File: src/rtl/div_pkg.sv
// -----------------------------------------------------------------------------
// div_pkg
// Shared types and constants for the 8-bit restoring divider.
//   div_state_t : controller states IDLE -> RUN -> DONE -> IDLE
//   DIV_WIDTH   : operand/result width (the subtractor stage is fixed at 8 bits)
//   DIV_ITERS   : shift/subtract iterations per division
//   DIV_ZERO_Q  : quotient reported for a zero divisor
// -----------------------------------------------------------------------------
package div_pkg;

  localparam int          DIV_WIDTH  = 8;
  localparam int          DIV_ITERS  = 8;
  localparam logic [7:0]  DIV_ZERO_Q = 8'hFF;

  typedef enum logic [1:0] {
    IDLE = 2'd0,
    RUN  = 2'd1,
    DONE = 2'd2
  } div_state_t;

endpackage : div_pkg

File: src/rtl/full_subtractor_8bit.sv
// -----------------------------------------------------------------------------
// full_subtractor_8bit
// 8-bit ripple-borrow subtractor: diff = a - b - bin.
// Ports:
//   a, b  [7:0] in  : minuend / subtrahend
//   bin         in  : borrow in
//   diff  [7:0] out : difference (mod 256)
//   bout        out : borrow out (1 when a < b + bin)
// -----------------------------------------------------------------------------
module full_subtractor_8bit (
  input  logic [7:0] a,
  input  logic [7:0] b,
  input  logic       bin,
  output logic [7:0] diff,
  output logic       bout
);

  logic [8:0] borrow;

  // NOTE: every variable written in a combinational block gets a value on
  // every path (here by assigning all bits in order), so no latch is inferred.
  always_comb begin
    borrow[0] = bin;
    diff      = '0;
    for (int i = 0; i < 8; i++) begin
      diff[i]       = a[i] ^ b[i] ^ borrow[i];
      // Borrow ripples when the bit needs one (0-1) or when it is equal and
      // a borrow is already pending from below.
      borrow[i + 1] = (~a[i] & b[i]) | (~(a[i] ^ b[i]) & borrow[i]);
    end
  end

  assign bout = borrow[8];

endmodule : full_subtractor_8bit

File: src/rtl/restoring_divider_8bit.sv
// -----------------------------------------------------------------------------
// restoring_divider_8bit
// Sequential unsigned restoring divider with start/done handshake. One trial
// subtraction per clock through full_subtractor_8bit; 8 iterations, done
// pulses 9 cycles after a start is accepted.
// Ports:
//   clk, rst          : clock (rising), asynchronous active-high reset
//   start             : request pulse, accepted only in IDLE
//   dividend, divisor : operands, captured on acceptance
//   busy              : high while an operation is in RUN or DONE
//   done              : one-cycle pulse when results become valid
//   quotient/remainder: results, held until the next accepted start
//   div_by_zero       : set with done when the captured divisor was 0
// Build option:
//   DIV_ZERO_FAST_EN  : when defined, a zero divisor skips the iterations and
//                       goes straight to DONE (1-cycle latency). Results and
//                       flag are identical either way.
// -----------------------------------------------------------------------------
module restoring_divider_8bit
  import div_pkg::*;
#(
  // Only 8 is supported: the subtractor stage is fixed at 8 bits.
  parameter int WIDTH = DIV_WIDTH,
  parameter int ITERS = WIDTH
) (
  input  logic             clk,
  input  logic             rst,
  input  logic             start,
  input  logic [WIDTH-1:0] dividend,
  input  logic [WIDTH-1:0] divisor,
  output logic             busy,
  output logic             done,
  output logic [WIDTH-1:0] quotient,
  output logic [WIDTH-1:0] remainder,
  output logic             div_by_zero
);

  div_state_t       state_q, state_d;
  logic [WIDTH-1:0] r_q, r_d;        // partial remainder
  logic [WIDTH-1:0] q_q, q_d;        // dividend shifting out / quotient in
  logic [WIDTH-1:0] d_q, d_d;        // captured divisor
  logic [3:0]       cnt_q, cnt_d;
  logic             zero_q, zero_d;  // captured divisor was zero
  logic             busy_q, busy_d;
  logic             done_q, done_d;
  logic [WIDTH-1:0] quotient_q, quotient_d;
  logic [WIDTH-1:0] remainder_q, remainder_d;
  logic             dbz_q, dbz_d;

  // Trial subtraction of the shifted remainder against the divisor.
  logic [WIDTH:0]   shifted;
  logic [WIDTH-1:0] diff;
  logic             bout;
  logic             ok;

  assign shifted = {r_q, q_q[WIDTH-1]};

  full_subtractor_8bit u_sub (
    .a    (shifted[WIDTH-1:0]),
    .b    (d_q),
    .bin  (1'b0),
    .diff (diff),
    .bout (bout)
  );

  // With the 9th bit set the shifted value is >= 256 > D, so the trial always
  // succeeds and the low 8 bits of diff are already the exact difference.
  assign ok = shifted[WIDTH] | ~bout;

  always_comb begin
    state_d     = state_q;
    r_d         = r_q;
    q_d         = q_q;
    d_d         = d_q;
    cnt_d       = cnt_q;
    zero_d      = zero_q;
    busy_d      = 1'b0;
    done_d      = 1'b0;
    quotient_d  = quotient_q;
    remainder_d = remainder_q;
    dbz_d       = dbz_q;

    unique case (state_q)
      IDLE: begin
        if (start) begin
          r_d     = '0;
          q_d     = dividend;
          d_d     = divisor;
          cnt_d   = '0;
          zero_d  = (divisor == '0);
          busy_d  = 1'b1;
          state_d = RUN;
`ifdef DIV_ZERO_FAST_EN
          // Preload exactly what the 8 iterations would leave behind.
          if (divisor == '0) begin
            r_d     = dividend;
            q_d     = DIV_ZERO_Q;
            state_d = DONE;
          end
`endif
        end
      end

      RUN: begin
        busy_d = 1'b1;
        if (ok) begin
          r_d = diff;
          q_d = {q_q[WIDTH-2:0], 1'b1};
        end else begin
          r_d = shifted[WIDTH-1:0];
          q_d = {q_q[WIDTH-2:0], 1'b0};
        end
        cnt_d = cnt_q + 4'd1;
        if (cnt_q == 4'(ITERS - 1)) begin
          state_d = DONE;
        end
      end

      DONE: begin
        // Outputs are registered, so busy stays high through the done cycle.
        busy_d      = 1'b1;
        done_d      = 1'b1;
        quotient_d  = q_q;
        remainder_d = r_q;
        dbz_d       = zero_q;
        state_d     = IDLE;
      end

      default: state_d = IDLE;
    endcase
  end

  // NOTE: sequential state uses non-blocking assignments so every flop
  // samples the pre-edge values regardless of statement order.
  always_ff @(posedge clk or posedge rst) begin
    if (rst) begin
      state_q     <= IDLE;
      r_q         <= '0;
      q_q         <= '0;
      d_q         <= '0;
      cnt_q       <= '0;
      zero_q      <= 1'b0;
      busy_q      <= 1'b0;
      done_q      <= 1'b0;
      quotient_q  <= '0;
      remainder_q <= '0;
      dbz_q       <= 1'b0;
    end else begin
      state_q     <= state_d;
      r_q         <= r_d;
      q_q         <= q_d;
      d_q         <= d_d;
      cnt_q       <= cnt_d;
      zero_q      <= zero_d;
      busy_q      <= busy_d;
      done_q      <= done_d;
      quotient_q  <= quotient_d;
      remainder_q <= remainder_d;
      dbz_q       <= dbz_d;
    end
  end

  assign busy        = busy_q;
  assign done        = done_q;
  assign quotient    = quotient_q;
  assign remainder   = remainder_q;
  assign div_by_zero = dbz_q;

endmodule : restoring_divider_8bit

File: config.mk
export PLATFORM = sky130hd
export DESIGN_NAME = restoring_divider_8bit
export DESIGN_NICKNAME = d
export VERILOG_FILES = /design/src/rtl/div_pkg.sv /design/src/rtl/full_subtractor_8bit.sv /design/src/rtl/restoring_divider_8bit.sv
export SDC_FILE = /design/constraint.sdc
export NUM_CORES = 1
export LEC_CHECK = 0
export CORE_ASPECT_RATIO = 1.5
export CORE_MARGIN = 3
export CORE_UTILIZATION = 49
export CTS_CLUSTER_SIZE = 8
export DETAILED_ROUTE_END_ITERATION = 10
export DONT_BUFFER_PORTS = 1
export PLACE_DENSITY = 0.68
export SKIP_CTS_REPAIR_TIMING = 1
export SYNTH_ARGS = -nofsm -noshare
export SYNTH_HDL_FRONTEND = slang
export SYNTH_SLANG_ARGS = --single-unit
File: constraint.sdc
create_clock -name clk -period 4.6 [get_ports clk]
set_clock_uncertainty 0.05 [all_clocks]
set_input_delay 0.69 -clock clk [delete_from_list [all_inputs] [get_ports clk]]
set_output_delay 0.69 -clock clk [all_outputs]
set_load 0.02 [all_outputs]
==> results.toml, run 1 <==
[status]
status = "finished clean"

[sta]
rsz0062_at_grt = "false"
setup_viol = 0
slew_violations = 0
worst_pin_slew_ns = 1.011
finalHoldViolations = 0
final.min_clock_period_ns = 4.139
fmax_mhz = 241.6
finalSetupTns_ns = 0
fin_ws_ns = 0.4614
period_share_pct = 89.97
max-slew-margin-rel_pct = 32.47

[synth]
yosysMostFrequentCell = "dfrtp_1"
synth_ff_type = "dfrtp_1"
synth.top_cell.area_share_pct = 52.47
synth_edf_count = 0
synthArstFlopShare_pct = 100.0
synth_top_area_cell = "dfrtp_1"
synth_area_leaders = "dfrtp_1, mux2_2, fa_1"
ys_seq_elements = 50
ys_warn_count = 0
netlist_top_cells_count = "dfrtp_1, mux2_2, inv_1"
synth_fp_nets = 215
synth_cell_type_count = 33
synth_area_per_cell_um2 = 13.03
netlist_instances = 183
syn-cell-area_um2 = 2385
ys_seq_area_share_pct = 52.47

[floorplanning]
ioPinCount = 38
dieHeight_um = 91.44
start_util_pct = 51.65
fp.dieArea_um2 = 5757
core_um2 = 4617
die_x_um = 62.96
rows = 30

[worst_setup_path]
crit_type = "reg2reg"
setup.worst_path.end_class = "register"
cpMaxStageDelayCell = "fa_1"
crit_buf_inv = 1
critPathMostFrequentCell = "fa_1"
critPathMaxFanout = 16
critPathTopFamily = "adder cells"
timing.critical_path.slowest_cell_delay_ns = 0.46
start_kind = "register"
crit_chain = "inv_1 > ha_1 > fa_1 > fa_1 > fa_1 > fa_1 > fa_1 > fa_1 > fa_1 > nand2b_4 > nor2_1 > o32ai_1"
crit_required_ns = 4.75
cp_data_arrival_time_ns = 4.29

[clock_network]
clk_pin_slew_ns = 0.09
clockBufferDepth = 2
htreeDepth = 2
clock_sinks = 50
cts_tree = "built"
clk_latency_ns = 0.31
root_buffer = "clkbuf_8"
cts_made_buffers = 5

[placed_design]
post-place-ws_ns = 0.4915
dpl.hpwl_um = 3128
gp_congestion = 0.7287
dp.cells = 238
portBuffers = 0
place_area_um2 = 2392

[grt]
grt-ovfl-total = 0
grt_pass1_vias = 1563
grt_pass1_wl_um = 7341
antenna_found_initial = 0
grt_max_degree = 51
grt_use_total_pct = 16.40

[routing]
antenna_left = 0
first_pass_iters = 4
detail_route.iter0.violations = 99
wl_um = 4318
post_drt_wl_per_cell_um = 17.55
vias = 1401
viasPerCell = 5.695
drc_errors = 0

[layout]
area_delta_synth_final_pct = 5.089
fin_area_um2 = 2506
final_nets = 213
fin_cells = 246
drive_above_1_share_pct = 23.63
antenna_cells = 0

[power]
p_total_uw = 1759
peakVddDrop_mv = 0.3465
power_density_nw_per_um2 = 702.0
p_leak_uw = 0.001092

[run]
max_cap_violations = 0

[min_path]
worstHoldPathType = "in2async"
worst reg2reg max path, cell delays in order, from the launching register on:
cell and delay [ns]:
dfrtp_1 0.38, inv_1 0.05, ha_1 0.20, fa_1 0.38, fa_1 0.39, fa_1 0.40, fa_1 0.40, fa_1 0.40
fa_1 0.39, fa_1 0.46, nand2b_4 0.18, nor2_1 0.06, o32ai_1 0.28
sequential cells by signal, summed over array words and instances (netlist names):
name         flops
q_q              8
busy             1
cnt_q            4
quotient         8
state_q          2
remainder        8
d_q              8
done             1
div_by_zero      1
r_q              8
zero_q           1
power breakdown:
group          switching (uW)  internal [uW]
Sequential                171            599
Clock                     149            162
Combinational             353            325
Total                     673           1090
final timing paths:
check                      slack, ns  cells after the start               start                  endpoint
max in group asynchronous       3.43                      1                 rst        d_q[7]$_DFFE_PP0P_
hold / removal                  0.44                      1                 rst  remainder[6]$_DFFE_PP0P_
setup reg to reg                0.46                     12  q_q[7]$_DFFE_PP0P_        r_q[1]$_DFFE_PP0P_
min in group clk                0.44                      2  zero_q$_DFFE_PP0P_        zero_q$_DFFE_PP0P_
hold reg to reg                 0.44                      2  zero_q$_DFFE_PP0P_        zero_q$_DFFE_PP0P_
setup / recovery                0.46                     12  q_q[7]$_DFFE_PP0P_        r_q[1]$_DFFE_PP0P_
cell type report:
type,instances,area [um2]
well taps,64,80.08
flip-flops and latches,50,1251
clock buffers,5,68.82
fillers,413,2111
clock inverters,3,45.04
inverters,11,41.29
multi-input cells,113,1020
placed cells by master, fill, tap and decap left out, drive strengths merged, types with 3 or more instances in the layout:
| cell type | count |
|---|---|
| dfrtp | 50 |
| nand3b | 3 |
| mux2 | 26 |
| o32a | 6 |
| inv | 11 |
| mux2i | 3 |
| nand2 | 9 |
| o21ai | 6 |
| o21a | 7 |
| nor2 | 9 |
| and2 | 7 |
| clkbuf | 5 |
| nand3 | 3 |
| o32ai | 7 |
| fa | 7 |
| ha | 6 |
logic make-up after synthesis:
family | Yosys count | synth area share [%]
multiplexers | 29 | 13.69
AND/OR/NAND/NOR | 38 | 9.024
buffers and inverters | 20 | 4.774
flip-flops | 50 | 52.47
adder cells (fa/ha/maj) | 13 | 9.024
AO/OA/AOI/OAI | 33 | 11.02
stage by stage:
stage	util, %	hold WS (ns)
after floorplan	-	0.3944
after global placement	51.82	0.4188
after detailed placement	51.82	0.4275
after CTS	54.28	0.4488
after global routing	54.28	0.4678
final	54.28	0.4410
routing by layer:
layer	track usage (%)	wire (um)	vias up
met1	18.26	1657	712
li1	-	-	640
met2	28.46	2357	42
met5	0	0	-
met4	6.814	74	0
met3	5.198	229	7
No activity file was read; power rests on OpenSTA's default activity.
==> run 2, diff against run 1 <==
--- a/config.mk
+++ b/config.mk
@@ -5,6 +5,7 @@
 export SDC_FILE = /design/constraint.sdc
 export NUM_CORES = 1
 export LEC_CHECK = 0
+export ABC_AREA = 1
 export CORE_ASPECT_RATIO = 1.5
 export CORE_MARGIN = 3
 export CORE_UTILIZATION = 49
==> run 2 against run 1 <==
  * First-iteration DRC count decreased by 30%
  * Final cell count up 26%
  * Die area shrank 2.3%
  * Combinational power up 3.5%
  * Register-to-register slack improved by 0.14 ns
  * Via count is 13% higher
  * Clock power is 10% lower
  * Core utilization down 0.37 points
  * Synthesized cell count is 33% higher
  * Non-clock buffer count did not move
==> results.toml, run 2 <==
[sta]
fin_ws_ns = 0.5965
max-slew-margin-rel_pct = 29.41
fmax_mhz = 249.8
worst_pin_slew_ns = 1.059
setup_viol = 0
period_share_pct = 87.03
finalSetupTns_ns = 0
rsz0062_at_grt = "false"
final.min_clock_period_ns = 4.004
finalHoldViolations = 0
slew_violations = 0

[floorplanning]
core_um2 = 4542
rows = 30
dieHeight_um = 90.38
ioPinCount = 38
die_x_um = 62.26
start_util_pct = 51.21
fp.dieArea_um2 = 5627

[routing]
wl_um = 4301
detail_route.iter0.violations = 69
post_drt_wl_per_cell_um = 13.92
vias = 1584
drc_errors = 0
antenna_left = 0
first_pass_iters = 4
viasPerCell = 5.126

[synth]
netlist_top_cells_count = "nand2_1, dfrtp_1, inv_1"
syn-cell-area_um2 = 2326
synth_area_leaders = "dfrtp_1, nand2_1, fa_1"
synthArstFlopShare_pct = 100.0
synth_top_area_cell = "dfrtp_1"
synth.top_cell.area_share_pct = 53.79
synth_area_per_cell_um2 = 9.533
netlist_instances = 244
ys_seq_elements = 50
synth_edf_count = 0
synth_fp_nets = 276
synth_cell_type_count = 20
ys_seq_area_share_pct = 53.79
yosysMostFrequentCell = "nand2_1"
ys_warn_count = 0
synth_ff_type = "dfrtp_1"

[worst_setup_path]
crit_type = "reg2reg"
critPathLaunch = "q_q[7]$_DFFE_PP0P_"
crit_required_ns = 4.74
setup.worst_path.end_class = "register"
r2r_setup_slack_ns = 0.60
cp_data_arrival_time_ns = 4.14
start_kind = "register"
ff2ff_path_depth = 13
critPathMaxFanout = 8
r2r-end = "r_q[5]$_DFFE_PP0P_"
crit_end = "r_q[5]$_DFFE_PP0P_"
regToRegStartpoint = "q_q[7]$_DFFE_PP0P_"

[layout]
antenna_cells = 0
fin_cells = 309
final_core_util_pct = 53.91
area_delta_synth_final_pct = 5.272
final_nets = 276
final_common_cell = "nand2_1"
final_cell_mix = "nand2_1, dfrtp_1, inv_1, nand3_1, nor2_1"
n_fill_cell = 417
drive_above_1_share_pct = 11.02

[placed_design]
dp.cells = 301
post-place-ws_ns = 0.6132
portBuffers = 0
gp_congestion = 0.8163
dpl.hpwl_um = 3041

[grt]
grt_pass1_vias = 1586
grt_pass1_wl_um = 7410
grt_use_total_pct = 16.59
antenna_found_initial = 0
grt-ovfl-total = 0
grt_max_degree = 51

[clock_network]
clk_pin_slew_ns = 0.09
cts_tree = "built"
cts_made_buffers = 5
clk_latency_ns = 0.30
clock_sinks = 50
root_buffer = "clkbuf_8"
htreeDepth = 2
clockBufferDepth = 2

[power]
p_int_uw = 1028
p_sw_share_pct = 43.86
switchingPower_uw = 803.3
p_leak_uw = 0.001202
power_density_nw_per_um2 = 748.0
pwr-share-comb_pct = 38.4
peakVddDrop_mv = 0.4302
power_frac_seq_pct = 46.4
pwr-share-clk_pct = 15.2

[min_path]
worstHoldPathType = "in2async"

[run]
max_cap_violations = 0

[status]
status = "finished clean"
[run 2: stage by stage]
| stage | total power, uW | instance area, um2 | hold WS (ns) |
|---|---|---|---|
| finish | 1831 | 2449 | 0.4405 |
| global route | 1996 | 2449 | 0.4316 |
| CTS | 1855 | 2449 | 0.4356 |
| global placement | 1539 | 2344 | 0.4272 |
| floorplan | 1419 | 2326 | 0.4028 |
| detailed placement | 1573 | 2344 | 0.4307 |
[run 2: final cells by class]
class                   count  area (um2)  area share (%)
flip-flops and latches     50        1251           51.10
multi-input cells         164       925.9           37.81
clock buffers               7       96.34           3.935
inverters                  23       86.33           3.526
well taps                  64       80.08           3.270
clock inverters             1       8.758          0.3577
[run 2: layer usage]
metal	GRT usage [%]	up-vias	wire length [um]	part of all wire [%]
li1	-	767	-	-
met1	19.59	758	1845	43
met2	27.70	50	2082	48
met3	5.479	9	274	6.4
met4	6.814	0	98	2.3
met5	0	-	0	0
[run 2: how the worst min path moves through the flow]
stage / from / endpoint / slack, ns / cells past startpoint
after detailed placement: zero_q$_DFFE_PP0P_ / zero_q$_DFFE_PP0P_ / 0.43 / 2
final: rst / remainder[3]$_DFFE_PP0P_ / 0.44 / 1
after CTS: divisor[2] / d_q[2]$_DFFE_PP0P_ / 0.44 / 2
after global placement: d_q[0]$_DFFE_PP0P_ / d_q[0]$_DFFE_PP0P_ / 0.43 / 2
after floorplan: d_q[0]$_DFFE_PP0P_ / d_q[0]$_DFFE_PP0P_ / 0.40 / 2
after global routing: divisor[5] / d_q[5]$_DFFE_PP0P_ / 0.43 / 2
[run 2: power groups by stage]
stage / clock (uW) / combinational [uW] / sequential (uW)
global placement: 0 / 683 / 856
global route: 313 / 808 / 875
finish: 279 / 703 / 850
floorplan: 0 / 597 / 822
detailed placement: 0 / 709 / 863
CTS: 287 / 714 / 854
[run 2: logic make-up after synthesis]
logic type | count (synthesis) | synth area share (%)
AOI/OAI and AO/OA | 29 | 6.347
buffers and inverters | 30 | 6.401
muxes | 8 | 3.873
adders and majority gates | 13 | 9.252
and+or+nand+nor | 114 | 20.33
DFF | 50 | 53.79
[run 2: worst max-delay path, cell delays in order (launching register included)]
cell     delay (ns)
dfrtp_1        0.34
inv_1          0.07
ha_1           0.21
fa_1           0.37
fa_1           0.38
fa_1           0.39
fa_1           0.39
fa_1           0.42
fa_1           0.40
fa_1           0.40
nand2_1        0.23
nand2_1        0.10
nand3_1        0.09
o21ai_1        0.06
